--- src/rtl/quad_encoder_emulator.sv ---
// Quadrature encoder emulator: drives the SA/SB pulse pair at a programmed step interval and direction.
// It also tracks signed position and a per-revolution edge counter that drives the index output.
module quad_encoder_emulator #(
    parameter int STEP_W         = 24,
    parameter int COUNTS_PER_REV = 1440,
    parameter int POS_W          = 32
) (
    input  logic              clk,
    input  logic              resetn,
    input  logic              enable,
    input  logic              cfg_valid,
    output logic              cfg_ready,
    input  logic [STEP_W-1:0] cfg_step,
    input  logic              cfg_dir,
    output logic              SA,
    output logic              SB,
    output logic              index,
    output logic              step_pulse,
    output logic [POS_W-1:0]  position
);

    localparam int CNT_W = $clog2(COUNTS_PER_REV);
    localparam logic [CNT_W-1:0] CNT_MAX = CNT_W'(COUNTS_PER_REV - 1);

    typedef enum logic {IDLE, RUN} state_t;

    state_t            state_q, state_d;
    logic [1:0]        phase_q, phase_d;
    logic [POS_W-1:0]  position_q, position_d;
    logic [CNT_W-1:0]  edge_cnt_q, edge_cnt_d;
    logic [STEP_W-1:0] timer_q, timer_d;
    logic [STEP_W-1:0] act_step_q, act_step_d;
    logic              act_dir_q, act_dir_d;
    logic [STEP_W-1:0] sh_step_q, sh_step_d;
    logic              sh_dir_q, sh_dir_d;
    logic              pending_q, pending_d;
    logic              step_pulse_q, step_pulse_d;

    // Phase is kept as {SA,SB} directly so the outputs are flop outputs.
    function automatic logic [1:0] next_phase(input logic [1:0] ph, input logic fwd);
        logic [1:0] r;
        if (fwd) begin
            case (ph)
                2'b00:   r = 2'b10;
                2'b10:   r = 2'b11;
                2'b11:   r = 2'b01;
                default: r = 2'b00;
            endcase
        end else begin
            case (ph)
                2'b00:   r = 2'b01;
                2'b01:   r = 2'b11;
                2'b11:   r = 2'b10;
                default: r = 2'b00;
            endcase
        end
        return r;
    endfunction

    always_comb begin
        state_d      = state_q;
        phase_d      = phase_q;
        position_d   = position_q;
        edge_cnt_d   = edge_cnt_q;
        timer_d      = timer_q;
        act_step_d   = act_step_q;
        act_dir_d    = act_dir_q;
        sh_step_d    = sh_step_q;
        sh_dir_d     = sh_dir_q;
        pending_d    = pending_q;
        step_pulse_d = 1'b0;

        if (cfg_valid && !pending_q) begin
            sh_step_d = cfg_step;
            sh_dir_d  = cfg_dir;
            pending_d = 1'b1;
        end

        case (state_q)
            IDLE: begin
                if (pending_q) begin
                    act_step_d = sh_step_q;
                    act_dir_d  = sh_dir_q;
                    pending_d  = 1'b0;
                end
                if (enable && act_step_d != '0) begin
                    state_d = RUN;
                    timer_d = act_step_d - STEP_W'(1);
                end
            end
            default: begin
                if (!enable) begin
                    state_d = IDLE;
                end else if (timer_q == '0) begin
                    phase_d      = next_phase(phase_q, act_dir_q);
                    step_pulse_d = 1'b1;
                    if (act_dir_q) begin
                        position_d = position_q + POS_W'(1);
                        edge_cnt_d = (edge_cnt_q == CNT_MAX) ? '0 : edge_cnt_q + CNT_W'(1);
                    end else begin
                        position_d = position_q - POS_W'(1);
                        edge_cnt_d = (edge_cnt_q == '0) ? CNT_MAX : edge_cnt_q - CNT_W'(1);
                    end
                    // New rate/direction only takes effect on an interval boundary.
                    if (pending_q) begin
                        act_step_d = sh_step_q;
                        act_dir_d  = sh_dir_q;
                        pending_d  = 1'b0;
                    end
                    timer_d = act_step_d - STEP_W'(1);
                    if (act_step_d == '0) state_d = IDLE;
                end else begin
                    timer_d = timer_q - STEP_W'(1);
                end
            end
        endcase
    end

    always_ff @(posedge clk or negedge resetn) begin
        if (!resetn) begin
            state_q      <= IDLE;
            phase_q      <= 2'b00;
            position_q   <= '0;
            edge_cnt_q   <= '0;
            timer_q      <= '0;
            act_step_q   <= '0;
            act_dir_q    <= 1'b1;
            sh_step_q    <= '0;
            sh_dir_q     <= 1'b1;
            pending_q    <= 1'b0;
            step_pulse_q <= 1'b0;
        end else begin
            state_q      <= state_d;
            phase_q      <= phase_d;
            position_q   <= position_d;
            edge_cnt_q   <= edge_cnt_d;
            timer_q      <= timer_d;
            act_step_q   <= act_step_d;
            act_dir_q    <= act_dir_d;
            sh_step_q    <= sh_step_d;
            sh_dir_q     <= sh_dir_d;
            pending_q    <= pending_d;
            step_pulse_q <= step_pulse_d;
        end
    end

    assign SA         = phase_q[1];
    assign SB         = phase_q[0];
    assign position   = position_q;
    assign index      = (edge_cnt_q == '0);
    assign step_pulse = step_pulse_q;
    assign cfg_ready  = !pending_q;

endmodule

--- config.mk ---
export PLATFORM = sky130hd
export DESIGN_NAME = quad_encoder_emulator
export DESIGN_NICKNAME = d
export VERILOG_FILES = /design/src/rtl/quad_encoder_emulator.sv
export SDC_FILE = /design/constraint.sdc
export NUM_CORES = 1
export LEC_CHECK = 0
export ABC_CLOCK_PERIOD_IN_PS = 9800
export BUFFER_PORTS_ARGS = -buffer_cell sky130_fd_sc_hd__buf_2
export CAP_MARGIN = 10
export CORE_ASPECT_RATIO = 1.5
export CORE_MARGIN = 4
export CORE_UTILIZATION = 40
export DETAILED_ROUTE_END_ITERATION = 12
export REMOVE_ABC_BUFFERS = 1
export SLEW_MARGIN = 20
export SYNTH_ARGS = -nofsm -noshare
export SYNTH_HDL_FRONTEND = slang
export SYNTH_SLANG_ARGS = --single-unit
--- constraint.sdc ---
create_clock -name clk -period 9.8 [get_ports clk]
set_clock_uncertainty 0.1 [all_clocks]
set_input_delay 0.98 -clock clk [delete_from_list [all_inputs] [get_ports clk]]
set_output_delay 0.98 -clock clk [all_outputs]
set_load 0.02 [all_outputs]
; Yosys cells after proc, flatten, opt, wreduce, memory -nomap -nowiden
; Index checks and enable logic that the tools add are counted.
[op_classes]
addsub = 7
mux = 36
bitwise_logic = 0
magnitude_cmp = 0
n_eq_ne = 6
n_div = 0
multipliers = 0
n_reduce_logical = 12
shift = 0
[op_table]
columns = op, count
row1 = $mux W24, 12
row2 = $sub A24 B1 Y24 const B, 3
row3 = $logic_not A24 Y1, 2
row4 = $mux W11, 3
row5 = $add A32 B1 Y32 const B, 1
row6 = $mux W32, 1
row7 = $sub A32 B1 Y32 const B, 1
row8 = $reduce_bool A24 Y1, 1
row9 = $mux W1, 17
row10 = $pmux W2 S3, 2
row11 = $add A11 B1 Y11 const B, 1
row12 = $eq A11 B11 Y1 const B, 1
row13 = $logic_not A11 Y1, 1
row14 = $sub A11 B1 Y11 const B, 1
row15 = $eq A2 B2 Y1 const B, 2
row16 = $reduce_and A2 Y1, 2
row17 = $reduce_and A3 Y1, 1
row18 = $eq A2 B1 Y1 const B, 1
row19 = $logic_and A1 B1 Y1, 2
row20 = $logic_not A2 Y1, 1
row21 = $mux W2, 1
row22 = $ne A2 B1 Y1 const B, 1
row23 = $ne A2 B2 Y1 const B, 1
row24 = $reduce_bool A2 Y1, 1
row25 = $logic_not A1 Y1, 1
[word_totals]
mem_count = 0
in_bits = 29
romBits = 0
ram_bits = 0
latchBits = 0
out_inout_bits = 37
reg_bits = 122

; Depth between registers and ports, before layout
; Gate-level depths: netlist (run 1).
[logic_depth]
depth_word = 9
mapped_depth = 14

; Worst setup path after synthesis (run 1)
; OpenSTA, ideal clock, no wires.
[synth_timing]
path_type = flip-flop to flip-flop
startpoint = register act_dir_q
endpoint = register position_q[28], in the netlist position[28]
stages_incl_launch_ff = 12
t_arrival_ns = 3.408
period_less_slack_ns = 3.638
required_time_ns = 9.570
setup_slack_ns = 6.162
cell_sequence = dfstp_2 inv_1 ha_1 nor2b_1 o31a_1 or4_1 a41o_1 a41oi_2 o211ai_2 a311o_1 xnor2_1 o21ai_1
[synth_between]
elab_chain_cells = 1
[synth_rtl]
columns = element, line_no
row1 = start: declaration, 33  ; logic act_dir_q, act_dir_d;
row2 = start signal: assignment, 139  ; act_dir_q <= act_dir_d;
row3 = $mux W32, 97  ; if (act_dir_q) begin
row4 = end signal: assignment, 135  ; position_q <= position_d;
row5 = end: declaration, 29  ; logic [POS_W-1:0] position_q, position_d;
; Every way passes these cells.
; A chain may end at the register's enable or synchronous reset.

; Worst setup path in the final report (run 1)
; Same ends and word-level chain as after synthesis.

==> results of run 1 <==
==> state kept, by name, summed over array words and instances (netlist names) <==
signal      cells
position       32
timer_q        24
edge_cnt_q     11
sh_dir_q        1
pending_q       1
phase_q         2
act_dir_q       1
act_step_q     24
sh_step_q      24
state_q         1
step_pulse      1
==> worst min-delay path by stage <==
stage          slack (ns)             end            from
3_5_place_dp         0.39    position[31]    position[31]
5_1_grt              0.42  act_step_q[23]  act_step_q[23]
6_report             0.40  act_step_q[21]  act_step_q[21]
3_3_place_gp         0.38  act_step_q[12]  act_step_q[12]
4_1_cts              0.40    position[31]    position[31]
2_1_floorplan        0.37   edge_cnt_q[4]   edge_cnt_q[4]
==> routing by layer <==
metal | GRT usage (%) | up-vias | wire length [um]
li1 | - | 3288 | -
met1 | 21.0 | 3112 | 8130
met4 | 5.47 | 0 | 347
met3 | 3.02 | 29 | 431
met5 | 0 | - | 0
met2 | 31.4 | 104 | 9990
==> cells in the mapped netlist (10+ instances only) <==
master,number
nor2b_1,11
xnor2_1,27
or3_1,11
o21ai_0,90
nor2_1,78
mux2i_1,20
a21oi_1,76
clkbuf_1,33
xor2_1,27
dfrtp_1,120
a21o_1,10
inv_1,17
nand3_1,25
ha_1,36
mux2_2,47
nand2_1,76
nor3_1,28
==> power by group <==
group          internal (uW)  switching (uW)  total (uW)  leakage [uW]
combinational            251             320         571       0.00220
clock                    425             223         648      0.000304
sequential               605             104         708       0.00153
total                   1280             647        1930       0.00403
==> critical path, stage by stage, from the launching register on <==
cell and delay, ns:
dfstp_2 0.81, inv_1 0.34, ha_1 0.42, nor2b_1 0.16, o31a_1 0.27, or4_1 0.49
a41o_1 0.31, a41oi_2 0.28, o211ai_2 0.16, a311o_1 0.33, xnor2_1 0.16, o21ai_1 0.07
==> kinds of logic after synthesis <==
logic type                 after synthesis  synth area share [%]
and+or+nand+nor                        286                  17.5
buffers and inverters                   63                  3.28
DFF                                    122                  38.7
xor gates and xnor gates                54                  5.98
adders and majority gates               37                  5.95
AOI/OAI and AO/OA                      252                  19.4
muxes                                   67                  9.23
==> area by class of cell <==
type | count | share of cell area [%]
timing repair buffer | 73 | 4.29
inverter | 18 | 0.748
sequential | 122 | 33.8
tap | 256 | 3.54
clock inverter | 8 | 1.27
clock buffer | 24 | 5.44
multi-input combinational | 696 | 50.9
==> per-stage QoR <==
step | util (%) | power (uW) | area (um2) | worst slack, ns | cells
after floorplan | - | 1130 | 7710 | 5.85 | 836
after global placement | 43.7 | 1280 | 8430 | 5.79 | 1165
after detailed placement | 43.7 | 1290 | 8430 | 5.73 | 1165
after CTS | 46.8 | 1950 | 9040 | 5.74 | 1197
after global routing | 46.8 | 2060 | 9040 | 5.49 | 1197
final | 46.8 | 1930 | 9040 | 5.77 | 1197
==> qor.txt, run 1 <==
port buffer count = 65
min-delay worst type = reg2reg
minimum clock period = 4.03 ns
n_diodes = 0
DR vias = 6533
global route overflow = 0
FFs w/ async S/R, synth = 100%
crit path kind = reg2reg
crit share post-route = 41.2%
hold slack = 0.399 ns
DR iter-0 viols = 259
Max VDD drop = 0.106 mV
H-tree lvl count = 4
Syn Std Cell Area = 7900 um2
Routed WL = 18.9 mm
Worst Path Required = 9.97 ns
final-report max-slew violation count = 0
clock latency on the worst-skew pair = 0.42 ns
Fillers = 1898
Chip Width = 123 um
pin slew with the least headroom to its limit = 0.942 ns
placeable core area = 19300 um2
max_cap viols = 0
largest net degree at the start of global routing = 84
proportion of layout cells with a drive suffix above 1 = 18.4%
vias per std cell = 5.46
number of global-route vias before repair = 6473
Worst EP arrival = 4.20 ns
Post-CTS Setup Repair Bufs = 0
Synth cell types = 73
CP Launch Type = flip-flop
CTS tree = yes
first-pass GRT wire length = 31.6 mm
DP HPWL = 13.4 mm
Post-synth EDFFs = 0
setup TNS = 0 ns
Syn. warnings = 0
commonest non-fill, non-tap cell in the layout = dfrtp_1
Area growth, synth to finish = 14.4%
crit path launch = act_dir_q
leading cell types in the layout, fill and taps excluded = 119 x dfrtp_1, 90 x o21ai_0, 78 x nor2_1
Leak = 0.00403 uW
Avg WL per Cell = 15.8 um
Post-Syn Instances = 881
Worst R2R Path Depth = 11
NumNets Final = 994
Synth Register Bits = 122
Routed Antenna Nets = 0
worst setup path endpoint = position[28]
die area = 22100 um2
Highest Clock Rate = 248 MHz
dominant synthesized flop cell = dfrtp_1
Area contributors post-synth = dfrtp_1 38%, mux2_2 6.7%, ha_1 5.7%
RSZ-0062 raised after global routing = false
io pins = 66
status = finished clean
maximum root-to-sink buffer count = 2
WHS Path Cells = 1
slack of the worst reg-to-reg path = 5.77 ns
DR DRC count = 0
RePlAce Congestion = 0.871
Power Dens Cells = 213 nW/um2
Mean Syn Cell Area = 8.97 um2
Root Buffer = clkbuf_16
number of CTS-inserted buffers = 17
initial antenna violation count = 0
Starting Density = 40.9%
setup violators final = 0
FF/Latch Area = 3060 um2
footprint of the multi-input gates = 4600 um2
Slew headroom = 37.2%
Rows = 62
Worst R2R End = position[28]
r2r startpoint = act_dir_q
Die Ht = 180 um
Clock Sinks = 122
Crit. End Element = flip-flop
Synth top area share = 38.0%
CP Max Fanout = 24
clock-pin slew on the worst setup and hold paths = 0.05 ns
Synth area leader = dfrtp_1
sequential fraction of the synthesis area = 38.7%
Fin. Hold Viols = 0
post-cts gate resize count = 0
hold_buf cts = 0
Pre-antenna DRT Iters = 4
GR Util All Layers = 17.5%
Note: power is estimated with default switching activity, not from simulation.
==> run 2: changes to the inputs <==
--- a/config.mk
+++ b/config.mk
@@ -5,7 +5,7 @@
 export SDC_FILE = /design/constraint.sdc
 export NUM_CORES = 1
 export LEC_CHECK = 0
-export ABC_CLOCK_PERIOD_IN_PS = 9800
+export ABC_CLOCK_PERIOD_IN_PS = 3800
 export BUFFER_PORTS_ARGS = -buffer_cell sky130_fd_sc_hd__buf_2
 export CAP_MARGIN = 10
 export CORE_ASPECT_RATIO = 1.5
==> constraint.sdc (replaced) <==
create_clock -name clk -period 3.8 [get_ports clk]
set_clock_uncertainty 0.1 [all_clocks]
set_input_delay 0.38 -clock clk [delete_from_list [all_inputs] [get_ports clk]]
set_output_delay 0.38 -clock clk [all_outputs]
set_load 0.02 [all_outputs]
==> run 2 against run 1 <==
Compared with the run above: the run now ends with negative hold slack left; clock power grew 150%; sequential cell count is the same; cell count rose by 0.75%; register-to-register slack lost 5.4 ns; via count is 1.8% higher; sequential share of layout area is 0.25 points lower; count of clock-buffer cells in the layout shrank 3; sequential power grew to 2.6 times the previous value; die area did not move; global-route usage increased by 0.31 points; combinational power grew to 2.7 times the previous value; setup slack got worse by 5.4 ns; largest cell class unchanged; highest routed layer unchanged.
==> qor.txt, run 2 (synthesized netlist as in run 1, its figures left out) <==
DP HPWL = 13.9 mm (was 13.4 mm)
routing usage on met3 = 3.96% (was 3.02%)
initial antenna violation count = 0 (unchanged)
Chip Width = 123 um (unchanged)
Slew headroom = 35.7% (was 37.2%)
Worst R2R End = position[28] (unchanged)
Highest Clock Rate = 289 MHz (was 248 MHz)
maximum root-to-sink buffer count = 2 (unchanged)
vias per std cell = 5.51 (was 5.46)
clock latency on the worst-skew pair = 0.43 ns (was 0.42 ns)
CTS tree = yes (unchanged)
M2 GR Usage = 32.0% (was 31.4%)
DR vias = 6649 (was 6533)
RSZ-0062 raised after global routing = false (unchanged)
crit path launch = act_dir_q (unchanged)
minimum clock period = 3.46 ns (was 4.03 ns)
proportion of layout cells with a drive suffix above 1 = 19.3% (was 18.4%)
GR Util All Layers = 17.8% (was 17.5%)
Max VDD drop = 0.253 mV (was 0.106 mV)
CP Max Fanout = 6 (was 24)
largest net degree at the start of global routing = 67 (was 84)
Routed WL = 19.2 mm (was 18.9 mm)
Area growth, synth to finish = 15.2% (was 14.4%)
number of global-route vias before repair = 6527 (was 6473)
setup violators final = 0 (unchanged)
Comb power frac = 31.1% (was 29.6%)
r2r startpoint = act_dir_q (unchanged)
Die Ht = 180 um (unchanged)
post-cts gate resize count = 0 (unchanged)
clock-pin slew on the worst setup and hold paths = 0.06 ns (was 0.05 ns)
max_cap viols = 0 (unchanged)
final-report max-slew violation count = 0 (unchanged)
Worst EP arrival = 3.65 ns (was 4.20 ns)
Rows = 62 (unchanged)
Fillers = 1894 (was 1898)
Pre-antenna DRT Iters = 4 (unchanged)
Worst Path Required = 3.99 ns (was 9.97 ns)
min-delay worst type = in2async (was reg2reg)
max reg flops = 32 (unchanged)
Starting Density = 40.9% (unchanged)
Fin. Hold Viols = 8 (was 0)
failing checks = negative hold slack
die area = 22100 um2 (unchanged)
crit path kind = reg2reg (unchanged)
placeable core area = 19300 um2 (unchanged)
H-tree lvl count = 4 (unchanged)
pin slew with the least headroom to its limit = 0.962 ns (was 0.942 ns)
number of CTS-inserted buffers = 17 (unchanged)
Psw = 1720 uW (was 647 uW)
setup TNS = 0 ns (unchanged)
port buffer count = 65 (unchanged)
Net Sw Frac = 34.7% (was 33.5%)
M1 GR Usage = 20.8% (was 21.0%)
NumNets Final = 1003 (was 994)
first-pass GRT wire length = 32.1 mm (was 31.6 mm)
Clock Sinks = 122 (unchanged)
Power Dens Cells = 543 nW/um2 (was 213 nW/um2)
Routed Antenna Nets = 0 (unchanged)
Post-CTS Setup Repair Bufs = 0 (unchanged)
global route overflow = 0 (unchanged)
crit share post-route = 91.2% (was 41.2%)
DR iter-0 viols = 334 (was 259)
io pins = 66 (unchanged)
commonest non-fill, non-tap cell in the layout = dfrtp_1 (unchanged)
hold_buf cts = 0 (unchanged)
leading cell types in the layout, fill and taps excluded = 119 x dfrtp_1, 90 x o21ai_0, 78 x nor2_1 (unchanged)
CP Launch Type = flip-flop (unchanged)
hold slack = -0.0182 ns (was 0.399 ns)
total power = 4950 uW (was 1930 uW)
Pint = 3230 uW (was 1280 uW)
Clk pwr share = 32.2% (was 33.6%)
Root Buffer = clkbuf_16 (unchanged)
Leak = 0.00405 uW (was 0.00403 uW)
part of the power in registers = 36.7% (about the same)
Worst R2R Path Depth = 11 (unchanged)
DR DRC count = 0 (unchanged)
GR peak layer = met2 (unchanged)
slack of the worst reg-to-reg path = 0.34 ns (was 5.77 ns)
RePlAce Congestion = 0.901 (was 0.871)
Crit. End Element = flip-flop (unchanged)
status = finished with violations (was finished clean)
Avg WL per Cell = 15.9 um (was 15.8 um)
n_diodes = 0 (unchanged)
run 2: changes by cell type in the layout (fill, tap and decap cells not counted):
cell        delta
clkinvlp_4     +5
clkinv_4       +1
bufinv_16      -1
clkbuf_1       -1
clkinv_2       -2
buf_4          +7
clkbuf_8       -2
buf_12         +2
run 2: area by class of cell:
cell class | instances | area (um2) | area share (%)
inverter | 18 | 67.6 | 0.742
timing repair buffer | 82 | 480 | 5.28
multi-input combinational | 696 | 4600 | 50.5
sequential | 122 | 3060 | 33.6
tap | 256 | 320 | 3.52
clock buffer | 21 | 460 | 5.06
clock inverter | 11 | 121 | 1.33
run 2: stage by stage:
stage / cell area, um2 / setup slack, ns / util (%) / cells / hold slack (ns)
after global routing: 9110 / 0.151 / 47.1 / 1206 / 0.0633
after detailed placement: 8520 / 0.315 / 44.1 / 1174 / 0.396
after CTS: 9110 / 0.305 / 47.1 / 1206 / 0.0167
after floorplan: 7710 / -0.146 / - / 836 / -0.0156
final: 9110 / 0.335 / 47.1 / 1206 / -0.0182
after global placement: 8520 / 0.396 / 44.1 / 1174 / 0.386
run 2: power groups by stage:
stage               clock network [uW]  logic [uW]  registers, uW
floorplan                            0        1150           1780
global placement                     0        1530           1820
detailed placement                   0        1540           1830
CTS                               1630        1550           1810
global route                      1680        1730           1860
finish                            1590        1540           1820
run 2: worst max path at each step:
stage / cells after the start / endpoint / slack (ns)
after floorplan: 11 / position[28] / -0.15
after global placement: 11 / position[28] / 0.40
after detailed placement: 11 / position[28] / 0.31
after CTS: 11 / position[28] / 0.30
after global routing: 12 / position[25] / 0.15
final: 11 / position[28] / 0.34
run 2: critical path, cell delays in order (launching register included):
cell	delay [ns]
dfstp_2	0.55
inv_1	0.11
ha_1	0.35
nor2b_1	0.16
o31a_1	0.28
or4_1	0.51
a41o_1	0.30
a41oi_2	0.28
o211ai_2	0.14
a311o_1	0.33
xnor2_1	0.16
o21ai_1	0.07
run 2: per-layer routing:
metal  up-vias  share of wire (%)
met5         -                  0
met4         0                1.4
met3        23                3.4
met2        94                 54
met1      3220                 42
li1       3312                  -
==> run 3: changes to the inputs <==
--- a/config.mk
+++ b/config.mk
@@ -8,10 +8,13 @@
 export ABC_CLOCK_PERIOD_IN_PS = 3800
 export BUFFER_PORTS_ARGS = -buffer_cell sky130_fd_sc_hd__buf_2
 export CAP_MARGIN = 10
+export CELL_PAD_IN_SITES_DETAIL_PLACEMENT = 1
+export CELL_PAD_IN_SITES_GLOBAL_PLACEMENT = 1
 export CORE_ASPECT_RATIO = 1.5
 export CORE_MARGIN = 4
 export CORE_UTILIZATION = 40
 export DETAILED_ROUTE_END_ITERATION = 12
+export PLACE_DENSITY_LB_ADDON = 0.1
 export REMOVE_ABC_BUFFERS = 1
 export SLEW_MARGIN = 20
 export SYNTH_ARGS = -nofsm -noshare
==> run 3 against run 2 <==
Compared with the run above: the flow now finishes without violations; final area increased by 0.23%; cell count grew 0.41%; wire length up 19%; largest cell class unchanged; highest routed layer unchanged.
==> qor.txt, run 3 (synthesized netlist as in run 1, its figures left out) <==
DR vias = 6901 (was 6649)
Fillers = 2244 (was 1894)
leading cell types in the layout, fill and taps excluded = 119 x dfrtp_1, 90 x o21ai_0, 78 x nor2_1 (unchanged)
minimum clock period = 3.49 ns (was 3.46 ns)
post-cts gate resize count = 0 (unchanged)
FF/Latch Area = 3060 um2 (unchanged)
max_cap viols = 0 (unchanged)
Starting Density = 40.9% (unchanged)
DR DRC count = 0 (unchanged)
min-delay worst type = in2reg (was in2async)
CTS tree = yes (unchanged)
global route overflow = 0 (unchanged)
Net Sw Frac = 36.3% (was 34.7%)
Post-CTS Setup Repair Bufs = 0 (unchanged)
setup violators final = 0 (unchanged)
crit path kind = reg2reg (unchanged)
H-tree lvl count = 4 (unchanged)
first-pass GRT wire length = 38.5 mm (was 32.1 mm)
Power Dens Cells = 555 nW/um2 (was 543 nW/um2)
vias per std cell = 5.70 (was 5.51)
largest net degree at the start of global routing = 70 (was 67)
Worst EP arrival = 3.68 ns (was 3.65 ns)
GR Util All Layers = 21.7% (was 17.8%)
commonest non-fill, non-tap cell in the layout = dfrtp_1 (unchanged)
n_diodes = 0 (unchanged)
clock latency on the worst-skew pair = 0.43 ns (about the same)
Cell Chain, Critical Path = inv_1, buf_4, ha_1, a2111o_1, a21oi_2, o22ai_2, a211o_4, o2111ai_4, nand2_1, a311oi_1, xor2_1, o21ai_0 (was inv_1, ha_1, nor2b_1, o31a_1, or4_1, a41o_1, a41oi_2, o211ai_2, a311o_1, xnor2_1, o21ai_1)
DR iter-0 viols = 285 (was 334)
io pins = 66 (unchanged)
Routed WL = 22.9 mm (was 19.2 mm)
maximum root-to-sink buffer count = 2 (unchanged)
status = finished clean (was finished with violations)
die area = 22100 um2 (unchanged)
port buffer count = 65 (unchanged)
Pint = 3230 uW (about the same)
Final Non-Filler Cells = 1211 (was 1206)
Worst Path Required = 3.99 ns (about the same)
Highest Clock Rate = 286 MHz (was 289 MHz)
Rows = 62 (unchanged)
max incr delay on CP = 0.52 ns (was 0.55 ns)
number of global-route vias before repair = 7588 (was 6527)
proportion of layout cells with a drive suffix above 1 = 19.8% (was 19.3%)
Comb power frac = 31.8% (was 31.1%)
CP Launch Type = flip-flop (unchanged)
number of CTS-inserted buffers = 17 (unchanged)
final-report max-slew violation count = 0 (unchanged)
Leak = 0.00407 uW (was 0.00405 uW)
Psw = 1840 uW (was 1720 uW)
DP HPWL = 17.0 mm (was 13.9 mm)
Crit. End Element = flip-flop (unchanged)
Clk pwr share = 32.1% (was 32.2%)
Inst Count DP = 1178 (was 1174)
NumNets Final = 1008 (was 1003)
max reg flops = 32 (unchanged)
CP Max Fanout = 13 (was 6)
Slew headroom = 45.9% (was 35.7%)
RSZ-0062 raised after global routing = false (unchanged)
initial antenna violation count = 0 (unchanged)
Clock Sinks = 122 (unchanged)
footprint of the multi-input gates = 4600 um2 (unchanged)
Area growth, synth to finish = 15.5% (was 15.2%)
Avg WL per Cell = 18.9 um (was 15.9 um)
placeable core area = 19300 um2 (unchanged)
part of the power in registers = 36.1% (was 36.7%)
Routed Antenna Nets = 0 (unchanged)
CP max stage cell = dfstp_2 (unchanged)
Root Buffer = clkbuf_16 (unchanged)
fin util = 47.3% (was 47.1%)
Max VDD drop = 0.333 mV (was 0.253 mV)
Fin. Hold Viols = 0 (was 8)
crit share post-route = 91.9% (was 91.2%)
pin slew with the least headroom to its limit = 0.804 ns (was 0.962 ns)
Pre-antenna DRT Iters = 5 (was 4)
Chip Width = 123 um (unchanged)
Die Ht = 180 um (unchanged)
clock-pin slew on the worst setup and hold paths = 0.06 ns (about the same)
RePlAce Congestion = 0.857 (was 0.901)
## run 3: worst paths after layout
| check | slack, ns | to | from | depth (start not counted) |
|---|---|---|---|---|
| max reg2reg | 0.31 | position[25] | act_dir_q | 12 |
| min in group asynchronous | 0.42 | act_step_q[5] | resetn | 2 |
| min reg2reg | 0.40 | edge_cnt_q[4] | edge_cnt_q[4] | 1 |
| max | 0.31 | position[25] | act_dir_q | 12 |
| max in group asynchronous | 2.29 | act_dir_q | resetn | 3 |
| min | 0.08 | sh_step_q[6] | cfg_step[6] | 2 |
## run 3: critical path: cells and delay by family (launching register included)
kind | cells | cell delay (ns)
AO/OA/AOI/OAI | 7 | 1.83
XOR/XNOR | 1 | 0.18
AND/OR/NAND/NOR | 1 | 0.15
buffers and inverters | 2 | 0.30
adder cells (fa/ha/maj) | 1 | 0.26
flip-flops | 1 | 0.52
## run 3: power groups by stage
| stage | sequential (uW) | combinational [uW] | clock [uW] |
|---|---|---|---|
| 6_report | 1830 | 1610 | 1630 |
| 5_1_grt | 1870 | 1800 | 1730 |
| 4_1_cts | 1830 | 1620 | 1670 |
| 3_5_place_dp | 1850 | 1610 | 0 |
| 3_3_place_gp | 1820 | 1550 | 0 |
| 2_1_floorplan | 1780 | 1150 | 0 |
## run 3: cell type report
cell class,instances,share of cell area [%]
timing repair buffer,87,5.43
clock inverter,14,1.63
clock buffer,18,4.81
inverter,18,0.740
tap,256,3.51
multi-input combinational,696,50.4
sequential,122,33.5
## run 3: routing by layer
| layer | part of all wire (%) | global-route usage, % |
|---|---|---|
| met4 | 1.7 | 7.00 |
| met3 | 2.7 | 3.77 |
| met1 | 40 | 24.6 |
| met5 | 0 | 0 |
| met2 | 55 | 40.2 |
## run 3: repair_timing
item	4_1_cts	5_1_grt
setup endpoints to repair	0	0
endpoints found under the hold margin	43	0
hold buffers	1	0
## run 3: metrics by stage
step	hold WS, ns	TNS, ns	setup WS [ns]	area [um2]	total power, uW
floorplan	-0.0156	-0.579	-0.146	7710	2930
global placement	0.341	0	0.395	8530	3370
detailed placement	0.337	0	0.322	8530	3460
CTS	0.0679	0	0.315	9130	5120
global route	0.0678	0	0.0933	9130	5400
finish	0.0828	0	0.309	9130	5060
